$ cat src/rtl/buffered_uart_rx_if.sv
// Consumer-side bundle of buffered_uart_rx: FIFO read port plus the sticky error flags.
// The receiver uses the slave modport, the byte consumer the master modport.
interface buffered_uart_rx_if;
  logic [7:0] data;
  logic       empty;
  logic       rd_en;
  logic       overrun;
  logic       frame_err;
  logic       parity_err;
  logic       clr_err;

  modport master (
    input  data, empty, overrun, frame_err, parity_err,
    output rd_en, clr_err
  );

  modport slave (
    output data, empty, overrun, frame_err, parity_err,
    input  rd_en, clr_err
  );
endinterface

$ cat src/rtl/buffered_uart_rx.sv
// Oversampling UART receiver (8N1, or 8E1 when BUFFERED_UART_RX_PARITY_EN is defined) that
// pushes each good byte into a show-ahead FIFO and keeps sticky overrun/framing/parity flags.
module buffered_uart_rx #(
  parameter int unsigned CLKS_PER_BIT = 87,
  parameter int unsigned ADDR_W       = 4
) (
  input  logic              clk,
  input  logic              rst,
  input  logic              uart_rx,
  buffered_uart_rx_if.slave bus
);

  localparam int unsigned     CntW     = $clog2(CLKS_PER_BIT);
  localparam int unsigned     Depth    = 2 ** ADDR_W;
  localparam logic [CntW-1:0] HalfLast = CntW'(CLKS_PER_BIT / 2 - 1);
  localparam logic [CntW-1:0] BitLast  = CntW'(CLKS_PER_BIT - 1);

  typedef enum logic [2:0] {
    StIdle,
    StStart,
    StData,
`ifdef BUFFERED_UART_RX_PARITY_EN
    StParity,
`endif
    StStop
  } state_e;

  logic            rx_meta_q, rx_s_q;
  state_e          state_q;
  logic [CntW-1:0] cnt_q;
  logic [2:0]      idx_q;
  logic [7:0]      shift_q;
  logic            stop_evt, par_ok, push;

  always_ff @(posedge clk or negedge rst) begin
    if (!rst) begin
      rx_meta_q <= 1'b1;
      rx_s_q    <= 1'b1;
    end else begin
      rx_meta_q <= uart_rx;
      rx_s_q    <= rx_meta_q;
    end
  end

`ifdef BUFFERED_UART_RX_PARITY_EN
  logic par_q;
  assign par_ok = ~((^shift_q) ^ par_q);
`else
  assign par_ok = 1'b1;
`endif

  assign stop_evt = (state_q == StStop) && (cnt_q == BitLast);
  assign push     = stop_evt & rx_s_q & par_ok;

  always_ff @(posedge clk or negedge rst) begin
    if (!rst) begin
      state_q <= StIdle;
      cnt_q   <= '0;
      idx_q   <= '0;
      shift_q <= '0;
`ifdef BUFFERED_UART_RX_PARITY_EN
      par_q   <= 1'b0;
`endif
    end else begin
      unique case (state_q)
        StIdle: begin
          if (!rx_s_q) begin
            state_q <= StStart;
            cnt_q   <= '0;
          end
        end
        StStart: begin
          if (cnt_q == HalfLast) begin
            // A line that is high again at mid start bit was only a glitch.
            state_q <= rx_s_q ? StIdle : StData;
            cnt_q   <= '0;
            idx_q   <= '0;
          end else begin
            cnt_q <= cnt_q + CntW'(1);
          end
        end
        StData: begin
          if (cnt_q == BitLast) begin
            cnt_q          <= '0;
            shift_q[idx_q] <= rx_s_q;
            idx_q          <= idx_q + 3'd1;
            if (idx_q == 3'd7) begin
`ifdef BUFFERED_UART_RX_PARITY_EN
              state_q <= StParity;
`else
              state_q <= StStop;
`endif
            end
          end else begin
            cnt_q <= cnt_q + CntW'(1);
          end
        end
`ifdef BUFFERED_UART_RX_PARITY_EN
        StParity: begin
          if (cnt_q == BitLast) begin
            cnt_q   <= '0;
            par_q   <= rx_s_q;
            state_q <= StStop;
          end else begin
            cnt_q <= cnt_q + CntW'(1);
          end
        end
`endif
        StStop: begin
          // Back to idle on the sample edge so a following start bit is caught on time.
          if (cnt_q == BitLast) begin
            cnt_q   <= '0;
            state_q <= StIdle;
          end else begin
            cnt_q <= cnt_q + CntW'(1);
          end
        end
        default: state_q <= StIdle;
      endcase
    end
  end

  logic [ADDR_W:0] wr_ptr_q, rd_ptr_q;
  logic [7:0]      mem_q [Depth];
  logic            empty, full, do_pop, do_push, ovr_set, fe_set;
  logic            ovr_q, fe_q;

  assign empty   = (wr_ptr_q == rd_ptr_q);
  assign full    = (wr_ptr_q[ADDR_W-1:0] == rd_ptr_q[ADDR_W-1:0]) &&
                   (wr_ptr_q[ADDR_W] != rd_ptr_q[ADDR_W]);
  assign do_pop  = bus.rd_en & ~empty;
  // A pop in the same cycle frees the head slot, so a full FIFO still takes the byte.
  assign do_push = push & (~full | do_pop);
  assign ovr_set = push & full & ~do_pop;
  assign fe_set  = stop_evt & ~rx_s_q;

  always_ff @(posedge clk or negedge rst) begin
    if (!rst) begin
      wr_ptr_q <= '0;
      rd_ptr_q <= '0;
      for (int i = 0; i < Depth; i++) begin
        mem_q[i] <= '0;
      end
    end else begin
      if (do_push) begin
        mem_q[wr_ptr_q[ADDR_W-1:0]] <= shift_q;
        wr_ptr_q                    <= wr_ptr_q + 1'b1;
      end
      if (do_pop) begin
        rd_ptr_q <= rd_ptr_q + 1'b1;
      end
    end
  end

  always_ff @(posedge clk or negedge rst) begin
    if (!rst) begin
      ovr_q <= 1'b0;
      fe_q  <= 1'b0;
    end else begin
      ovr_q <= ovr_set | (ovr_q & ~bus.clr_err);
      fe_q  <= fe_set | (fe_q & ~bus.clr_err);
    end
  end

`ifdef BUFFERED_UART_RX_PARITY_EN
  logic pe_q;
  always_ff @(posedge clk or negedge rst) begin
    if (!rst) begin
      pe_q <= 1'b0;
    end else begin
      pe_q <= (stop_evt & rx_s_q & ~par_ok) | (pe_q & ~bus.clr_err);
    end
  end
  assign bus.parity_err = pe_q;
`else
  assign bus.parity_err = 1'b0;
`endif

  assign bus.data      = mem_q[rd_ptr_q[ADDR_W-1:0]];
  assign bus.empty     = empty;
  assign bus.overrun   = ovr_q;
  assign bus.frame_err = fe_q;

endmodule

$ cat src/flat_wrapper.sv
// flat-port wrapper written by rule: the top's interface ports become plain ports
module buffered_uart_rx_flat 
#(
  parameter int unsigned CLKS_PER_BIT = 87,
  parameter int unsigned ADDR_W       = 4
)
  (clk, rst, uart_rx, bus_data, bus_empty, bus_overrun, bus_frame_err, bus_parity_err, bus_rd_en, bus_clr_err);
  buffered_uart_rx_if bus_i ();
  input  logic clk;
  input  logic rst;
  input  logic uart_rx;
  output wire logic [$bits(bus_i.data)-1:0] bus_data;
  output wire logic [$bits(bus_i.empty)-1:0] bus_empty;
  output wire logic [$bits(bus_i.overrun)-1:0] bus_overrun;
  output wire logic [$bits(bus_i.frame_err)-1:0] bus_frame_err;
  output wire logic [$bits(bus_i.parity_err)-1:0] bus_parity_err;
  input wire logic [$bits(bus_i.rd_en)-1:0] bus_rd_en;
  input wire logic [$bits(bus_i.clr_err)-1:0] bus_clr_err;
  assign bus_data = bus_i.data;
  assign bus_empty = bus_i.empty;
  assign bus_overrun = bus_i.overrun;
  assign bus_frame_err = bus_i.frame_err;
  assign bus_parity_err = bus_i.parity_err;
  assign bus_i.rd_en = bus_rd_en;
  assign bus_i.clr_err = bus_clr_err;
  buffered_uart_rx #(.CLKS_PER_BIT(CLKS_PER_BIT), .ADDR_W(ADDR_W)) u_core (.clk(clk), .rst(rst), .uart_rx(uart_rx), .bus(bus_i));
endmodule
$ cat config.mk
export PLATFORM = sky130hd
export DESIGN_NAME = buffered_uart_rx_flat
export DESIGN_NICKNAME = d
export VERILOG_FILES = /design/src/rtl/buffered_uart_rx_if.sv /design/src/rtl/buffered_uart_rx.sv /design/src/flat_wrapper.sv
export SDC_FILE = /design/constraint.sdc
export NUM_CORES = 1
export LEC_CHECK = 0
export CORE_ASPECT_RATIO = 1.75
export CORE_MARGIN = 2
export CORE_UTILIZATION = 55
export DETAILED_ROUTE_END_ITERATION = 6
export GPL_ROUTABILITY_DRIVEN = 0
export HOLD_SLACK_MARGIN = 0.15
export PLACE_DENSITY_LB_ADDON = 0.15
export RECOVER_POWER = 50
export SLEW_MARGIN = 40
export SYNTH_ARGS = -nofsm -noshare
export SYNTH_HDL_FRONTEND = slang
export SYNTH_SLANG_ARGS = --single-unit
$ cat constraint.sdc
create_clock -name clk -period 3.2 [get_ports clk]
set_clock_uncertainty 0.05 [all_clocks]
set_input_delay 0.64 -clock clk [delete_from_list [all_inputs] [get_ports clk]]
set_output_delay 0.64 -clock clk [all_outputs]
set_load 0.02 [all_outputs]
After elaboration in Yosys (flattened, before gate mapping) --
Cells that the tools add are included.
Word-level totals: flip-flop bits (word level) 163, word-level logic and storage cells 102, output and inout port bits 12
Operators by class: order comparisons 5, reduce and logical (&&, ||, !) cells 12, bitwise logic cells 18, mux-type cells 23, $add $sub $neg 4, equal/unequal tests 14
Operators by type and width (count):
- 128-bit bitwise mux | 1
- 8-bit binary-select mux with 4-bit select | 1
- 8-bit demux with 4-bit select | 1
- 8-bit two-way mux | 3
- 3-bit two-way mux | 7
- 7-bit two-way mux | 3
- 7-bit one-hot mux with 3 select lines | 1
- 3-bit one-hot mux with 4 select lines | 1
- 5-bit by 1-bit adder with 5-bit output, second input constant | 2
- 5-bit greater-or-equal comparator, second input constant | 2
- 4-bit inverter with 5-bit output | 2
- 1-bit AND | 8
- 8-bit bitwise mux | 1
- 7-bit by 1-bit adder with 7-bit output, second input constant | 1
- 7-bit by 6-bit == test with 1-bit output, second input constant | 1
- 7-bit == test, second input constant | 1
- 3-bit by 2-bit == test with 1-bit output, second input constant | 2
- 2-bit by 1-bit inequality test with 1-bit output, second input constant | 3
- 3-bit one-hot mux with 2 select lines | 1
- 5-bit == test | 1
- 5-bit by 1-bit less-than comparator with 1-bit output, second input constant | 1
- 1-bit inverter | 5
- 5-bit AND reduction | 1
- 4-bit == test | 1
- other kinds (18) | 25

Longest topological paths before layout --
word-level depth 6, depth in mapped cells 8

Least setup slack after synthesis --
No wires, ideal clock.
path kind reg-to-output, start register u_core.rd_ptr_q[1], end output bus_empty, cell stages (with the launch flop) 6, path slack 0.619 ns, data arrival time 1.891 ns, buffers on the path 2, data required time 2.510 ns, path through dfrtp_1 buf_6 xor2_1 nor4_4 buf_6 and2_1
On the way: longest elaborated chain between the ends 1
RTL lines:
- from (decl) | line buffered_uart_rx.sv:123 | logic [ADDR_W:0] wr_ptr_q, rd_ptr_q;
- from (signal assigned) | line buffered_uart_rx.sv:150 | rd_ptr_q <= rd_ptr_q + 1'b1;
- 5-bit == test | line buffered_uart_rx.sv:128 | assign empty = (wr_ptr_q == rd_ptr_q);
- to (decl) | line flat_wrapper.sv:13 | output wire logic [$bits(bus_i.empty)-1:0] bus_empty;
No other way between the ends.

Worst setup path in the final report --
start register u_core.rd_ptr_q[0], end output bus_data[7]
On the way: longest elaborated chain between the ends 4
RTL lines:
- 4-bit inverter with 5-bit output (not written as such) | line buffered_uart_rx.sv:179 | assign bus.data = mem_q[rd_ptr_q[ADDR_W-1:0]];
- 8-bit binary-select mux with 4-bit select | line buffered_uart_rx.sv:179
- 8-bit two-way mux (not written as such) (2 in a row) | line buffered_uart_rx.sv:179
- to (decl) | line flat_wrapper.sv:12 | output wire logic [$bits(bus_i.data)-1:0] bus_data;
No other way between the ends. The select of a mux whose other input is x is not followed.

==> results.cfg <==
[timing]
rsz0062_at_grt = false
hold_viol = 0
final-setup-viol-count = 0
period_share_pct = 96.9
tightest_slew_ps = 1870
fmax_ghz = 0.323
relSlewSlack_pct = -24.5
final.min_clock_period_ps = 3100
drv_slew = 70
fin_setup_tns_ps = 0

[placed_design]
dp_cells = 752
numPortBuffers = 15
place.detailed.hpwl_um = 11900

[floorplan]
io_pins = 17
core_um2 = 14400
fp.dieArea_um2 = 15800
die_w_um = 95.7
fp.dieH_um = 165
fp-row-count = 58
initial_core_util_pct = 56.4

[routing]
first_iter_violations = 260
drcViolationCount = 0
vias = 4887
drt_first_pass_iters = 5
post_drt_wl_per_cell_um = 22.7
drt-total-wl_um = 18000
via_per_inst = 6.18
ant_nets = 0

[job]
maxCapViolations = 1

[worst_setup_path]
crit_required_ps = 2510
crit_type = reg2out
end_kind = primary output
crit_chain = buf_12 > buf_4 > mux4_2 > nor2b_1 > a211oi_1 > a31oi_1 > dlygate4sd2_1
cp_max_fo = 6
start_kind = register
max_stage_delay_ps = 500
arrival_ps = 2410
cpMaxStageDelayCell = dfrtp_4

[synth]
yosysSeqAreaShare_pct = 50.1
synth_seq_cells = 162
synth_area_per_cell_um2 = 14.5
synth_edf_count = 0
yosysUniqueCellTypes = 45
ys_top_cells_by_area = dfrtp_1, mux2_2, mux4_2
synth_area_um2 = 8100
synth_cells = 560
synthArstFlopShare_pct = 100
dominantRegCellSynth = dfrtp_1
yosys.area.top_type = dfrtp_1
synth.net_count = 578
synth_top_area_share_pct = 49.4
synth_warnings = 0

[power]
swShare_pct = 31.5
p_leak_nw = 4.19
internal-power_mw = 4.00
seqPwrFrac_pct = 38.0
comb_power_share_pct = 25.2
max-vdd-ir-drop_mv = 0.444
clkPwrFrac_pct = 36.8
powerDensity_nw_per_um2 = 629
switchingPower_mw = 1.84

[clocking]
clk_path_buf_depth = 2
cts_buffers = 17
cts_hold_buf = 0
htreeDepth = 4
insertion_delay_ps = 420
cts_num_sinks = 162
cts_tree = built
cts-root-buf = clkbuf_16
clkSlewWorstSetupHoldPaths_ps = 70

[grt]
antenna_found_initial = 0
use_met2_pct = 43.3
grt_use_total_pct = 25.1
grt_pass1_wl_um = 29200
grt_pass1_vias = 5307
top_usage_layer = met2
overflow = 0
grt_use_met3_pct = 3.74
grt_max_degree = 71
gr-usage-met1_pct = 32.1

[run_status]
status = finished with violations
violations = capacitance limit, slew limit

[final_layout]
drive_above_1_share_pct = 44.2
areaGrowthSynthToFinish_pct = 14.5
layout.nets = 616
final_cells = 791
antenna_cells = 0

[min_path]
hp-class = reg2reg
==> registers in the layout, indices dropped and copies added, names as in the netlist <==
register / cells
u_core.shift_q: 8
u_core.rd_ptr_q: 5
u_core.rx_meta_q: 1
u_core.idx_q: 3
u_core.wr_ptr_q: 5
u_core.cnt_q: 7
u_core.bus.overrun: 1
u_core.mem_q: 128
u_core.state_q: 2
u_core.rx_s_q: 1
u_core.bus.frame_err: 1
==> cell usage after synthesis (3+ instances only) <==
library cell,n
inv_1,17
buf_4,3
ha_1,13
xor2_1,10
o21ai_0,3
mux2_2,133
a21oi_1,3
and2_1,5
a31oi_1,9
mux2_4,6
o221ai_1,5
a2111oi_4,16
buf_1,12
nor2_1,11
mux2i_1,3
nor2b_1,11
a211oi_1,12
mux4_2,32
xnor2_1,3
nand3_1,7
dfrtp_1,160
buf_6,4
buf_2,6
nor3_1,4
clkbuf_1,9
nand2_1,38
==> worst max-delay path: cells and delay by family (launching register included) <==
| family | cells | cell delay [ps] |
|---|---|---|
| flip-flops | 1 | 500 |
| AND/OR/NAND/NOR | 1 | 150 |
| multiplexers | 1 | 420 |
| AO/OA/AOI/OAI | 2 | 320 |
| buffers and inverters | 3 | 610 |
==> final timing paths <==
path | startpoint | to | slack, ps | depth (start not counted)
min | u_core.rx_meta_q | u_core.rx_s_q | 310 | 0
max reg2reg | u_core.cnt_q[0] | u_core.mem_q[14] | 560 | 8
min reg2reg | u_core.rx_meta_q | u_core.rx_s_q | 310 | 0
min in group asynchronous | rst | u_core.wr_ptr_q[0] | 650 | 1
max in group asynchronous | rst | u_core.mem_q[88] | 1030 | 2
max | u_core.rd_ptr_q[0] | bus_data[7] | 100 | 7
==> repair_timing <==
item,4_1_cts,5_1_grt
resized for setup,11,2
buffers inserted,3,4
setup endpoints to repair,8,4
==> power by group through the flow <==
stage	clock [mW]	combinational [mW]	sequential (mW)
floorplan	0	0.978	2.19
global placement	0	1.36	2.28
detailed placement	0	1.38	2.29
CTS	2.18	1.38	2.25
global route	2.26	1.60	2.23
finish	2.15	1.47	2.22
==> kinds of logic after synthesis <==
kind of cell | synth area share, %
XOR/XNOR | 1.41
AO/OA/AOI/OAI | 8.99
buffers and inverters | 3.32
adder cells (fa/ha/maj) | 2.01
flip-flops | 50.1
other | 0.0463
multiplexers | 28.9
AND/OR/NAND/NOR | 5.30
==> cell type report <==
type                    instances  area (um^2)
flip-flops and latches        162         4060
fillers                      1087         5090
clock inverters                14          190
multi-input cells             344         3790
clock buffers                  18          429
well taps                     180          225
repair buffers                 55          510
inverters                      18         67.6
==> metal layers <==
| layer | up-vias | wire length (um) | part of all wire [%] |
|---|---|---|---|
| met4 | 0 | 329 | 1.8 |
| met2 | 107 | 9800 | 55 |
| li1 | 2130 | - | - |
| met1 | 2627 | 7290 | 41 |
| met5 | - | 0 | 0 |
| met3 | 23 | 547 | 3.0 |
==> placed cells by master, fill, tap and decap left out, drive strengths merged, types with 3 or more instances in the layout <==
master	instances
dfrtp	160
mux2	139
nand2	38
buf	38
mux4	32
inv	25
clkbuf	21
a2111oi	16
ha	13
a211oi	12
nor2b	11
nor2	11
xor2	10
a31oi	9
nand3	7
dlygate4sd2	7
o221ai	5
clkdlybuf4s50	5
and2	5
nor3	4
xnor2	3
a21oi	3
o21ai	3
mux2i	3
bufinv	3
clkinv	3
==> through the flow <==
stage | total power [mW] | hold slack, ps | setup slack (ps) | area, um^2 | utilization (%)
2_1_floorplan | 3.17 | 294 | 619 | 8100 | -
3_3_place_gp | 3.63 | 295 | 174 | 8600 | 59.8
3_5_place_dp | 3.66 | 298 | 159 | 8600 | 59.8
4_1_cts | 5.81 | 204 | 56.9 | 9240 | 64.3
5_1_grt | 6.09 | 320 | 5.59 | 9280 | 64.6
6_report | 5.84 | 307 | 99.4 | 9280 | 64.6
(Power assumes the default switching activity.)
